File: config.mk
export PLATFORM = sky130hd
export DESIGN_NAME = mem_stall_ctrl_flat
export DESIGN_NICKNAME = d
export VERILOG_FILES = /design/src/rtl/mem_stall_pkg.sv /design/src/rtl/mem_stall_if.sv /design/src/rtl/mem_stall_ctrl_sat_cnt16.sv /design/src/rtl/mem_stall_ctrl.sv /design/src/flat_wrapper.sv
export SDC_FILE = /design/constraint.sdc
export NUM_CORES = 1
export LEC_CHECK = 0
export CELL_PAD_IN_SITES_DETAIL_PLACEMENT = 1
export CELL_PAD_IN_SITES_GLOBAL_PLACEMENT = 1
export CORE_MARGIN = 8
export CORE_UTILIZATION = 35
export CTS_CLUSTER_DIAMETER = 150
export DETAILED_ROUTE_END_ITERATION = 16
export PLACE_DENSITY_LB_ADDON = 0.05
export RECOVER_POWER = 100
export SETUP_SLACK_MARGIN = 0.2
export SLEW_MARGIN = 20
export SYNTH_ARGS = -nofsm -noshare
export SYNTH_HDL_FRONTEND = slang
export SYNTH_SLANG_ARGS = --single-unit
File: constraint.sdc
create_clock -name clk -period 5.6 [get_ports clk]
set_input_delay 1.4 -clock clk [delete_from_list [all_inputs] [get_ports clk]]
set_output_delay 1.4 -clock clk [all_outputs]
set_load 0.02 [all_outputs]
File: src/rtl/mem_stall_pkg.sv
// mem_stall_pkg: shared state encoding and defaults for the memory stall controller
package mem_stall_pkg;
   typedef enum logic [1:0] {ST_IDLE, ST_ISSUE, ST_WAIT, ST_DONE} state_t;
   localparam int TIMEOUT_DEF = 64;
   localparam int TW = 6;
endpackage

File: src/rtl/mem_stall_if.sv
// mem_stall_if: pipeline request, memory handshake and status signals of the stall controller
interface mem_stall_if;
   logic memRead_in, memWrite_in, mem_stall, mem_done, mem_hit;
   logic [15:0] addr_in, wdata_in, mem_rdata;
   logic mem_rd, mem_wr, mem_freeze, done_pulse, err;
   logic [15:0] mem_addr, mem_wdata, rdata_out, hit_cnt, miss_cnt;
   modport master (
      input memRead_in, memWrite_in, addr_in, wdata_in, mem_stall, mem_done, mem_hit, mem_rdata,
      output mem_rd, mem_wr, mem_addr, mem_wdata, mem_freeze, rdata_out, done_pulse, hit_cnt, miss_cnt, err
   );
   modport slave (
      output memRead_in, memWrite_in, addr_in, wdata_in, mem_stall, mem_done, mem_hit, mem_rdata,
      input mem_rd, mem_wr, mem_addr, mem_wdata, mem_freeze, rdata_out, done_pulse, hit_cnt, miss_cnt, err
   );
endinterface

File: src/rtl/mem_stall_ctrl_sat_cnt16.sv
// sat_cnt16: 16-bit counter with enable that sticks at all-ones
module sat_cnt16 (
   input  logic        clk,
   input  logic        rst,
   input  logic        en,
   output logic [15:0] q
);
   always_ff @(posedge clk)
      if (rst) q <= '0;
      else if (en && q != 16'hFFFF) q <= q + 16'd1;
endmodule

File: src/rtl/mem_stall_ctrl.sv
// mem_stall_ctrl: launches each MEM-stage access once and freezes the pipeline until it completes
module mem_stall_ctrl
   import mem_stall_pkg::*;
#(
   parameter int TIMEOUT = TIMEOUT_DEF
) (
   input logic         clk,
   input logic         rst,
   mem_stall_if.master m
);
   state_t state, state_nx;
   logic op_rd, err_q, req, fin, tout;
   logic [TW-1:0] tcnt;
   logic [15:0] addr_q, wdata_q, rdata_q;
   assign req = m.memRead_in | m.memWrite_in;
   assign fin = (state == ST_ISSUE && !m.mem_stall && m.mem_done) || (state == ST_WAIT && m.mem_done);
   assign tout = state == ST_WAIT && !m.mem_done && tcnt == TW'(TIMEOUT - 1);
   always_comb begin
      state_nx = state;
      case (state)
         ST_IDLE:  state_nx = req ? ST_ISSUE : ST_IDLE;
         ST_ISSUE: state_nx = m.mem_stall ? ST_ISSUE : (m.mem_done ? ST_DONE : ST_WAIT);
         ST_WAIT:  state_nx = (m.mem_done || tout) ? ST_DONE : ST_WAIT;
         default:  state_nx = ST_IDLE;
      endcase
   end
   always_ff @(posedge clk) begin
      if (rst) begin
         state   <= ST_IDLE;
         op_rd   <= 1'b0;
         addr_q  <= '0;
         wdata_q <= '0;
         rdata_q <= '0;
         tcnt    <= '0;
         err_q   <= 1'b0;
      end else begin
         state <= state_nx;
         if (state == ST_IDLE && req) begin
            op_rd   <= m.memRead_in;
            addr_q  <= m.addr_in;
            wdata_q <= m.wdata_in;
            tcnt    <= '0;
            if (m.memRead_in && m.memWrite_in) err_q <= 1'b1;
         end
         if (state == ST_WAIT) tcnt <= tcnt + 1'b1;
         if (fin && op_rd) rdata_q <= m.mem_rdata;
         if (tout) err_q <= 1'b1;
      end
   end
   assign m.mem_rd     = state == ST_ISSUE && op_rd;
   assign m.mem_wr     = state == ST_ISSUE && !op_rd;
   assign m.mem_freeze = state == ST_ISSUE || state == ST_WAIT || (state == ST_IDLE && req);
   assign m.done_pulse = state == ST_DONE;
   assign m.mem_addr   = addr_q;
   assign m.mem_wdata  = wdata_q;
   assign m.rdata_out  = rdata_q;
   assign m.err        = err_q;
   sat_cnt16 u_hit  (.clk(clk), .rst(rst), .en(fin && m.mem_hit),  .q(m.hit_cnt));
   sat_cnt16 u_miss (.clk(clk), .rst(rst), .en(fin && !m.mem_hit), .q(m.miss_cnt));
endmodule

File: src/flat_wrapper.sv
// flat-port wrapper written by rule: the top's interface ports become plain ports
module mem_stall_ctrl_flat import mem_stall_pkg::*;
#(
   parameter int TIMEOUT = TIMEOUT_DEF
)
  (clk, rst, m_memRead_in, m_memWrite_in, m_addr_in, m_wdata_in, m_mem_stall, m_mem_done, m_mem_hit, m_mem_rdata, m_mem_rd, m_mem_wr, m_mem_addr, m_mem_wdata, m_mem_freeze, m_rdata_out, m_done_pulse, m_hit_cnt, m_miss_cnt, m_err);
  mem_stall_if m_i ();
  input logic clk;
  input logic rst;
  input wire logic [$bits(m_i.memRead_in)-1:0] m_memRead_in;
  input wire logic [$bits(m_i.memWrite_in)-1:0] m_memWrite_in;
  input wire logic [$bits(m_i.addr_in)-1:0] m_addr_in;
  input wire logic [$bits(m_i.wdata_in)-1:0] m_wdata_in;
  input wire logic [$bits(m_i.mem_stall)-1:0] m_mem_stall;
  input wire logic [$bits(m_i.mem_done)-1:0] m_mem_done;
  input wire logic [$bits(m_i.mem_hit)-1:0] m_mem_hit;
  input wire logic [$bits(m_i.mem_rdata)-1:0] m_mem_rdata;
  output wire logic [$bits(m_i.mem_rd)-1:0] m_mem_rd;
  output wire logic [$bits(m_i.mem_wr)-1:0] m_mem_wr;
  output wire logic [$bits(m_i.mem_addr)-1:0] m_mem_addr;
  output wire logic [$bits(m_i.mem_wdata)-1:0] m_mem_wdata;
  output wire logic [$bits(m_i.mem_freeze)-1:0] m_mem_freeze;
  output wire logic [$bits(m_i.rdata_out)-1:0] m_rdata_out;
  output wire logic [$bits(m_i.done_pulse)-1:0] m_done_pulse;
  output wire logic [$bits(m_i.hit_cnt)-1:0] m_hit_cnt;
  output wire logic [$bits(m_i.miss_cnt)-1:0] m_miss_cnt;
  output wire logic [$bits(m_i.err)-1:0] m_err;
  assign m_i.memRead_in = m_memRead_in;
  assign m_i.memWrite_in = m_memWrite_in;
  assign m_i.addr_in = m_addr_in;
  assign m_i.wdata_in = m_wdata_in;
  assign m_i.mem_stall = m_mem_stall;
  assign m_i.mem_done = m_mem_done;
  assign m_i.mem_hit = m_mem_hit;
  assign m_i.mem_rdata = m_mem_rdata;
  assign m_mem_rd = m_i.mem_rd;
  assign m_mem_wr = m_i.mem_wr;
  assign m_mem_addr = m_i.mem_addr;
  assign m_mem_wdata = m_i.mem_wdata;
  assign m_mem_freeze = m_i.mem_freeze;
  assign m_rdata_out = m_i.rdata_out;
  assign m_done_pulse = m_i.done_pulse;
  assign m_hit_cnt = m_i.hit_cnt;
  assign m_miss_cnt = m_i.miss_cnt;
  assign m_err = m_i.err;
  mem_stall_ctrl #(.TIMEOUT(TIMEOUT)) u_core (.clk(clk), .rst(rst), .m(m_i));
endmodule
After elaboration in Yosys (flattened, before gate mapping) --
Index checks and enable logic that the tools add are counted.
Storage, ports and cells: bits in registers 90, latch bits 0, memory bits (writable) 0, ROM bits 0, bits of input ports 55, output and inout port bits 85, word-level logic and storage cells 56, memories kept 0
Operators by class: $add $sub $neg 3, multiply operators 0, divide/modulo/power cells 0, $lt $le $gt $ge 0, equal/unequal tests 6, shifts and indexed selects 0, multiplexer cells 10, bitwise gates (word level) 1, reductions and logical operators 27
Operators by type and width (count):
- adder 16 x 1 -> 16 bit, second input constant | 2
- != test 16 bit, second input constant | 2
- logical AND 1 bit | 14
- two-way mux 6 bit | 2
- adder 6 x 1 -> 6 bit, second input constant | 1
- equality test 6 bit, second input constant | 1
- two-way mux 1 bit | 6
- one-hot mux 2 bit (3 select lines) | 1
- nonzero test 2 bit | 3
- equality test 2 bit, second input constant | 2
- zero test 1 bit | 4
- logical OR 1 bit | 4
- equality test 2 x 1 -> 1 bit, second input constant | 1
- zero test 2 bit | 1
- two-way mux 2 bit | 1
- AND reduction 2 bit | 1
- OR 1 bit | 1

Logic depth before layout (Yosys ltp) --
Gate-level depths: netlist of the first run.
word-level depth 6, depth in mapped cells 8, depth with buffers taken out 6

Cells and area by module --
From an unflattened synthesis of the first run, not the netlist that was laid out.
Second synthesis, totals: cells, all modules 470, area total of the unflattened synthesis 4056.4 um^2
Modules (own cells, without submodules):
- mem_stall_ctrl | instances 1, cells each 272, area each 2359.8 um^2, sequential area each 1161.1 um^2
- sat_cnt16 | instances 2, cells each 99, area each 848.3 um^2, sequential area each 320.3 um^2

Worst setup path before layout of the first run --
OpenSTA, ideal clock, no wires.
path kind input port to output port, start input port m_memRead_in, end output port m_mem_freeze, arrival time 2.024 ns, required time 4.200 ns, path slack 2.176 ns, stages 2, buffers on the path 0, cell sequence o21ai_1 nand2b_1
On the way: longest elaborated chain between the ends 3
Ends and longest elaborated chain:
- start, declared | RTL line flat_wrapper.sv:10 | input wire logic [$bits(m_i.memRead_in)-1:0] m_memRead_in;
- OR 1 bit | RTL line mem_stall_ctrl.sv:15 | assign req = m.memRead_in | m.memWrite_in;
- logical AND 1 bit | RTL line mem_stall_ctrl.sv:52 | assign m.mem_freeze = state == ST_ISSUE || state == ST_WAIT || (state == ST_IDLE && req);
- logical OR 1 bit | RTL line mem_stall_ctrl.sv:52
- end, declared | RTL line flat_wrapper.sv:22 | output wire logic [$bits(m_i.mem_freeze)-1:0] m_mem_freeze;
Every way passes these cells.

Worst setup path after layout of the first run --
Same ends and word-level chain as after synthesis.

==> out/summary.log, run 1 <==
[power_and_ir_drop] total power 1.49 mW
[finish] register area 0.00180 mm²
[setup_path] startpoint of the most critical register-to-register path u_core.state[0]$_SDFF_PP0_
[setup_path] slowest stage cell on the critical path sky130_fd_sc_hd__dlygate4sd3_1
[finish] layout-stage area growth over the synthesis result 44.0%
[synth] total standard cell area after synthesis 0.00396 mm²
[timing] setup tns final 0 ns
[synth] count of warnings emitted by yosys 0
[floorplan] count of boundary I/O pins 140
[route] drt first pass iters 4
[clock_tree] htree depth 3
[min_path] Hold Crit Class flip-flop to flip-flop
[timing] RSZ-0062 raised after global routing false
[setup_path] worst setup path class input port to output port
[synth] Avg Synthesized Cell Area 8.61 µm²
[route] wire length per cell after detailed routing 16.9 µm
[clock_tree] Resized cells post-CTS 0
[power_and_ir_drop] leakage power 2.38 nW
[floorplan] chip width 122 µm
[timing] slew margin rel. -0.353
[timing] Hold Vio Cnt, Final 0
[placement] weighted congestion at the end of routability-driven global placement 0.763
[finish] commonest cells after routing, fill and taps aside sky130_fd_sc_hd__dfxtp_1 (90), sky130_fd_sc_hd__dlygate4sd3_1 (87), sky130_fd_sc_hd__nand2_1 (81)
[setup_path] endpoint kind of the worst setup timing path output port
[route] metal1 wirelength 5560 µm
[global_routing] via count of the first global-routing pass 3909
[clock_tree] total clock buffers created by CTS 9
[timing] post-route worst setup slack 1.28 ns
[finish] leading cell type in the layout, fill and taps excluded sky130_fd_sc_hd__dfxtp_1
[status] result of the run complete, but fails checks
[route] Via Count 3839
[setup_path] data required time at the worst endpoint 4.20 ns
[floorplan] number of standard-cell rows in the floorplan 39
[finish] total area of multi-input combinational cells 0.00201 mm²
[synth] Synth Instances 460
[finish] final standard cell utilization of the core 0.508
[run] reported max-cap violation count 2
[synth] post-synthesis sequential area ratio 0.455
[route] Avg Vias per Cell 5.21
[setup_path] cells on worst reg2reg path 5
[setup_path] CP bufs+invs 2
[placement] Setup WS pre-CTS 1.46 ns
[floorplan] core footprint 0.0112 mm²
[timing] Final Setup Violations 0
[power_and_ir_drop] cell area power density 262 mW/mm²
[status] violated checks max-capacitance violations, max-slew violations
[finish] proportion of layout cells with a drive suffix above 1 0.0573
[clock_tree] number of clock sinks 90
[setup_path] most prevalent standard cell on the critical path sky130_fd_sc_hd__dlygate4sd3_1
[global_routing] GRT Overall Usage 0.165
[route] routed length on met3 964 µm
[setup_path] crit path DAT 2.92 ns
[route] post-detailed-routing wire length 12400 µm
[timing] minimum hold slack 0.450 ns
[min_path] hold_sp u_core.m.mem_wdata[1]$_SDFFE_PP0P_
[clock_tree] Post CTS Setup Buffer Count 0
[timing] max-slew violation count 116
[clock_tree] CTS clk-pin slew, worst paths 0.06 ns
[timing] worst-margin pin slew 2.03 ns
[finish] # nets final 650
[setup_path] delay of the slowest cell on the worst path 0.65 ns
[timing] FMAX 232 MHz
[clock_tree] Max clock buf depth 2
[global_routing] overall overflow remaining after global route 0
[route] DRC violation count after routing 0
[clock_tree] clk_lat worst skew 0.34 ns
[floorplan] vertical die dimension 122 µm
[synth] post-synth net total 522
[clock_tree] clock tree from TritonCTS built
[route] DR top layer met4
[setup_path] series of cell instances along the critical path dlygate4sd3_1 > o21ai_2 > nand2b_1 > dlygate4sd3_1
[min_path] endpoint of the worst hold path u_core.m.mem_wdata[1]$_SDFFE_PP0P_
[floorplan] Starting Density 0.353
[route] Detailed Route Iter0 Violations 140
[finish] Filler Cell Count 1331
[setup_path] CP max FO 4
[global_routing] first-pass GRT wire length 20000 µm
[timing] final worst path period need 4.32 ns
[synth] ys async rst share 0
[route] detailed route wirelength on metal2 5740 µm
[synth] number of enable-type register cells in the synthesized netlist 0
[setup_path] kind of cell adding the most delay to the critical path buffers and inverters
[setup_path] Register-to-Register Setup Slack 2.60 ns
[global_routing] pin count of the biggest net entering global routing 99
[synth] Post-synth top flop sky130_fd_sc_hd__dfxtp_1
[power_and_ir_drop] largest vdd supply drop 0.143 mV
[global_routing] initial antenna violation count 1
[synth] number of distinct standard cells referenced by the synthesized netlist 48
[route] Antenna Violating Nets Remaining 0
[timing] Period Utilization, post-route 0.771
[clock_tree] count of hold buffers inserted by post-cts repair 0
[floorplan] Die ar. 0.0150 mm²
[setup_path] RR Endpoint u_core.m.rdata_out[3]$_SDFFE_PP0P_
[synth] Yosys reg bits 90
[placement] HPWL after detailed placement 8880 µm
[setup_path] startpoint types input port
[timing] Final Skew 0.00524 ns
[min_path] hold path cells 2
[clock_tree] cell at the root of the clock tree sky130_fd_sc_hd__clkbuf_16
[placement] total of buffers placed on input and output ports 139
==> worst register-to-register path, delay by kind of cell (launching register included) <==
family	cells	cell delay [ns]
AO/OA/AOI/OAI	1	1.55
adder cells (fa/ha/maj)	1	0.44
buffers and inverters	1	0.07
flip-flops	1	0.36
multiplexers	1	0.32
AND/OR/NAND/NOR	1	0.07
==> power breakdown <==
part	switching, mW	internal [mW]	leakage, nW
sequential	0.0155	0.670	0.732
clock	0.260	0.302	0.132
combinational	0.140	0.107	1.51
total	0.416	1.08	2.38
==> metrics by stage <==
step / instances / cell area, µm²
floorplan: 460 / 3960
global placement: 720 / 5450
detailed placement: 720 / 5450
CTS: 736 / 5720
global route: 737 / 5710
finish: 737 / 5710
==> per-layer routing <==
layer	up-vias	global-route usage
met5	-	0
met4	0	0.0602
met3	13	0.0580
met2	90	0.267
met1	1827	0.200
li1	1909	-
==> Yosys cell counts (2+ instances only) <==
library cell                n  area share
sky130_fd_sc_hd__inv_1     11       0.010
sky130_fd_sc_hd__or4_1      8       0.015
sky130_fd_sc_hd__and4_1     5       0.011
sky130_fd_sc_hd__o21a_1     2      0.0038
sky130_fd_sc_hd__o211ai_1   3      0.0057
sky130_fd_sc_hd__a211oi_1   9       0.017
sky130_fd_sc_hd__buf_1      5      0.0047
sky130_fd_sc_hd__nor2b_1   13       0.021
sky130_fd_sc_hd__buf_2      2      0.0025
sky130_fd_sc_hd__buf_4      2      0.0038
sky130_fd_sc_hd__a31oi_1    5      0.0079
sky130_fd_sc_hd__nand2b_1   3      0.0047
sky130_fd_sc_hd__dfxtp_1   90        0.45
sky130_fd_sc_hd__nand4_1    3      0.0047
sky130_fd_sc_hd__mux2i_1   19       0.048
sky130_fd_sc_hd__and3_1     6      0.0095
sky130_fd_sc_hd__or2_2      2      0.0032
sky130_fd_sc_hd__o31ai_1    9       0.017
sky130_fd_sc_hd__ha_1       7       0.022
sky130_fd_sc_hd__a311oi_1   5       0.011
sky130_fd_sc_hd__nor2_1    33       0.031
sky130_fd_sc_hd__a41oi_1    2      0.0044
sky130_fd_sc_hd__nor4_1     7       0.011
sky130_fd_sc_hd__nor3_1     6      0.0076
sky130_fd_sc_hd__o21ai_0    6      0.0076
sky130_fd_sc_hd__nand2_1   81       0.077
sky130_fd_sc_hd__mux2_2    11       0.031
sky130_fd_sc_hd__and2_1     5      0.0079
sky130_fd_sc_hd__a21oi_1   56       0.071
sky130_fd_sc_hd__nand3_1   12       0.015
sky130_fd_sc_hd__clkbuf_1  15       0.014
==> registers in the layout (all words and copies together), names as in the netlist <==
name / count
u_core.m.mem_addr: 16
u_core.m.mem_wdata: 16
u_core.state: 2
u_core.u_hit.q: 16
u_core.m.rdata_out: 16
u_core.u_miss.q: 16
u_core.m.err: 1
u_core.op_rd: 1
u_core.tcnt: 6
==> kinds of logic after synthesis <==
logic type / synth area share
AOI/OAI and AO/OA: 0.174
and+or+nand+nor: 0.235
DFF: 0.455
adders and majority gates: 0.0221
buffers and inverters: 0.0357
muxes: 0.0793
==> area by class of cell <==
| class | instances | area share |
|---|---|---|
| Multi-Input combinational cell | 335 | 0.353 |
| Sequential cell | 90 | 0.316 |
| Timing Repair Buffer | 141 | 0.245 |
| Clock buffer | 10 | 0.0401 |
| Tap cell | 143 | 0.0314 |
| Clock inverter | 6 | 0.00767 |
| Inverter | 11 | 0.00724 |
| Antenna cell | 1 | 0.000439 |
==> worst max-delay path by stage <==
| stage | start | to | slack [ns] | depth (start not counted) |
|---|---|---|---|---|
| after floorplan | m_memRead_in | m_mem_freeze | 2.18 | 2 |
| after global placement | m_memRead_in | m_mem_freeze | 1.51 | 4 |
| after detailed placement | m_memRead_in | m_mem_freeze | 1.46 | 4 |
| after CTS | m_memRead_in | m_mem_freeze | 1.46 | 4 |
| after global routing | m_memRead_in | m_mem_freeze | 1.24 | 4 |
| final | m_memRead_in | m_mem_freeze | 1.28 | 4 |
Note: power is estimated with default switching activity, not from simulation.
==> inputs of run 2 (changes only) <==
- CORE_UTILIZATION: 35 -> 29
- clock period: 5.6 -> 3.55 ns (I/O delays scaled with it)
==> run 2 against run 1 <==
Critical path type unchanged. The run still ends with max-capacitance violations, max-slew violations left. Routed wire length rose by 3.1%. Count of clock-buffer cells in the layout unchanged. Critical path depth unchanged. Non-clock buffer count rose by 5. First-iteration DRC count up 30%. Highest routed layer unchanged. Setup slack got worse by 0.97 ns. Utilization is 7.2 points lower. Sequential share of layout area fell by 0.49 points. Clock power increased by 72%. Cell count up 4.9%. Largest power group unchanged. Via count is 0.18% higher.
==> out/summary.log, run 2 (synthesis results as in run 1) <==
[clock_tree] total clock buffers created by CTS 9 [unchanged]
[clock_tree] cell at the root of the clock tree sky130_fd_sc_hd__clkbuf_16
[clock_tree] Resized cells post-CTS 0 [unchanged]
[placement] HPWL after detailed placement 9450 µm [+6.5%]
[floorplan] Starting Density 0.298 [-0.0550]
[timing] FMAX 309 MHz
[global_routing] pin count of the biggest net entering global routing 44 [-56%]
[setup_path] crit path DAT 2.34 ns [-0.58 ns]
[setup_path] startpoint of the most critical register-to-register path u_core.state[0]$_SDFF_PP0_
[placement] weighted congestion at the end of routability-driven global placement 0.739 [-3.2%]
[floorplan] chip width 133 µm [+8.6%]
[clock_tree] CTS clk-pin slew, worst paths 0.06 ns [about the same]
[setup_path] endpoint kind of the worst setup timing path output port
[route] Detailed Route Iter0 Violations 182 [+30%]
[route] DRC violation count after routing 0 [unchanged]
[setup_path] startpoint types input port
[clock_tree] Max clock buf depth 2 [unchanged]
[clock_tree] clock tree from TritonCTS built
[timing] Period Utilization, post-route 0.910
[setup_path] RR Endpoint u_core.m.rdata_out[5]$_SDFFE_PP0P_
[route] post-detailed-routing wire length 12800 µm [+3.1%]
[power_and_ir_drop] leakage power 2.40 nW [+1.0%]
[run] reported max-cap violation count 1 [-1]
[timing] setup tns final 0 ns [unchanged]
[clock_tree] htree depth 3 [unchanged]
[finish] antenna diode count 0 [-1]
[finish] total area of multi-input combinational cells 0.00201 mm² [about the same]
[timing] RSZ-0062 raised after global routing false
[min_path] Hold Crit Class flip-flop to flip-flop
[clock_tree] number of clock sinks 90 [unchanged]
[finish] # nets final 655 [+0.77%]
[status] result of the run complete, but fails checks
[clock_tree] clk_lat worst skew 0.35 ns [about the same]
[timing] Final Setup Violations 0 [unchanged]
[timing] slew margin rel. -0.125 [+0.229]
[clock_tree] Post CTS Setup Buffer Count 0 [unchanged]
[route] Avg Vias per Cell 4.98 [-4.5%]
[floorplan] Die ar. 0.0177 mm² [+18%]
[global_routing] first-pass GRT wire length 21400 µm [+7.2%]
[placement] Placed Instance Area 0.00553 mm² [+1.4%]
[setup_path] Register-to-Register Setup Slack 1.05 ns [-1.55 ns]
[finish] commonest cells after routing, fill and taps aside sky130_fd_sc_hd__dfxtp_1 (90), sky130_fd_sc_hd__dlygate4sd3_1 (86), sky130_fd_sc_hd__nand2_1 (81)
[floorplan] count of boundary I/O pins 140 [unchanged]
[setup_path] worst setup path class input port to output port
[setup_path] CP max FO 4 [unchanged]
[status] violated checks max-capacitance violations, max-slew violations
[floorplan] core footprint 0.0133 mm² [+18%]
[global_routing] initial antenna violation count 0 [-1]
[min_path] endpoint of the worst hold path u_core.m.mem_wdata[3]$_SDFFE_PP0P_
[min_path] hold_sp u_core.m.mem_wdata[3]$_SDFFE_PP0P_
[power_and_ir_drop] cell area power density 421 mW/mm² [+61%]
[finish] Finished Cell Area 0.00580 mm² [+1.6%]
[timing] Final Skew 0.00625 ns [+0.00101 ns]
[finish] Filler Cell Count 1529 [+15%]
[finish] register area 0.00180 mm² [unchanged]
[finish] layout-stage area growth over the synthesis result 46.3%
[route] wire length per cell after detailed routing 16.6 µm [-1.7%]
[global_routing] overall overflow remaining after global route 0 [unchanged]
[global_routing] GRT Overall Usage 0.149 [-0.0161]
[clock_tree] count of hold buffers inserted by post-cts repair 0 [unchanged]
[timing] Hold Vio Cnt, Final 0 [unchanged]
[power_and_ir_drop] largest vdd supply drop 0.203 mV [+42%]
[floorplan] vertical die dimension 133 µm [+8.6%]
[finish] leading cell type in the layout, fill and taps excluded sky130_fd_sc_hd__dfxtp_1
[min_path] hold path cells 2 [unchanged]
[timing] max-slew violation count 37 [-68%]
[setup_path] cells on worst reg2reg path 6 [+1]
[placement] total of buffers placed on input and output ports 139 [unchanged]
[global_routing] via count of the first global-routing pass 4046 [+3.5%]
[timing] worst-margin pin slew 1.69 ns [-0.343 ns]
[timing] final worst path period need 3.23 ns
[route] drt first pass iters 4 [unchanged]
[floorplan] number of standard-cell rows in the floorplan 42 [+7.7%]
[route] Antenna Violating Nets Remaining 0 [unchanged]
[finish] proportion of layout cells with a drive suffix above 1 0.0603 [+0.00297]
[setup_path] data required time at the worst endpoint 2.66 ns [-1.54 ns]
[route] Via Count 3846 [+0.18%]
## run 2: changes by cell type in the layout (fill, tap and decap cells not counted), sizes merged
| cell | before | now |
|---|---|---|
| bufinv | 0 | 1 |
| clkinvlp | 1 | 2 |
| buf | 1 | 4 |
| clkdlybuf4s50 | 51 | 52 |
| diode | 1 | 0 |
| dlygate4sd3 | 87 | 86 |
| clkbuf | 12 | 14 |
| clkinv | 5 | 2 |
## run 2: per-layer routing
layer | part of all wire | GRT usage | vias up
li1 | - | - | 1916
met1 | 0.44 | 0.174 | 1833
met2 | 0.48 | 0.248 | 87
met3 | 0.062 | 0.0469 | 10
met4 | 0.017 | 0.0625 | 0
met5 | 0 | 0 | -
## run 2: critical path: stages
cell and delay (ns):
sky130_fd_sc_hd__clkdlybuf4s50_1 0.46, sky130_fd_sc_hd__o21ai_0 0.25, sky130_fd_sc_hd__nand2b_1 0.08, sky130_fd_sc_hd__dlygate4sd3_1 0.68
## run 2: area by class of cell
cell class                 instances  area share
multi-input combinational        335       0.347
clock inverter                     5     0.00950
sequential                        90       0.311
tap                              176      0.0380
clock buffer                      10      0.0412
inverter                          11     0.00712
timing repair buffer             146       0.246
## run 2: worst max-delay path by stage
| stage | startpoint | endpoint | slack (ns) | depth (start not counted) |
|---|---|---|---|---|
| 3_5_place_dp | m_memRead_in | m_mem_freeze | 0.43 | 4 |
| 4_1_cts | m_memRead_in | m_mem_freeze | 0.43 | 4 |
| 3_3_place_gp | m_memRead_in | m_mem_freeze | 0.44 | 4 |
| 5_1_grt | m_memRead_in | m_mem_freeze | 0.22 | 4 |
| 6_report | m_memRead_in | m_mem_freeze | 0.32 | 4 |
| 2_1_floorplan | m_memRead_in | m_mem_freeze | 1.15 | 2 |
## run 2: where the power goes
group / total [mW] / switching, mW / internal [mW]
Sequential: 1.08 / 0.0241 / 1.06
Clock: 0.965 / 0.407 / 0.558
Combinational: 0.392 / 0.222 / 0.169
Total: 2.44 / 0.653 / 1.78
## run 2: through the flow
step / hold WS [ns] / setup WS (ns) / util / power (mW) / instances
3_5_place_dp: 0.448 / 0.433 / 0.416 / 1.53 / 758
6_report: 0.454 / 0.318 / 0.436 / 2.44 / 773
5_1_grt: 0.472 / 0.217 / 0.436 / 2.58 / 773
4_1_cts: 0.457 / 0.433 / 0.438 / 2.51 / 773
2_1_floorplan: 0.452 / 1.15 / - / 1.31 / 460
3_3_place_gp: 0.441 / 0.439 / 0.416 / 1.52 / 758
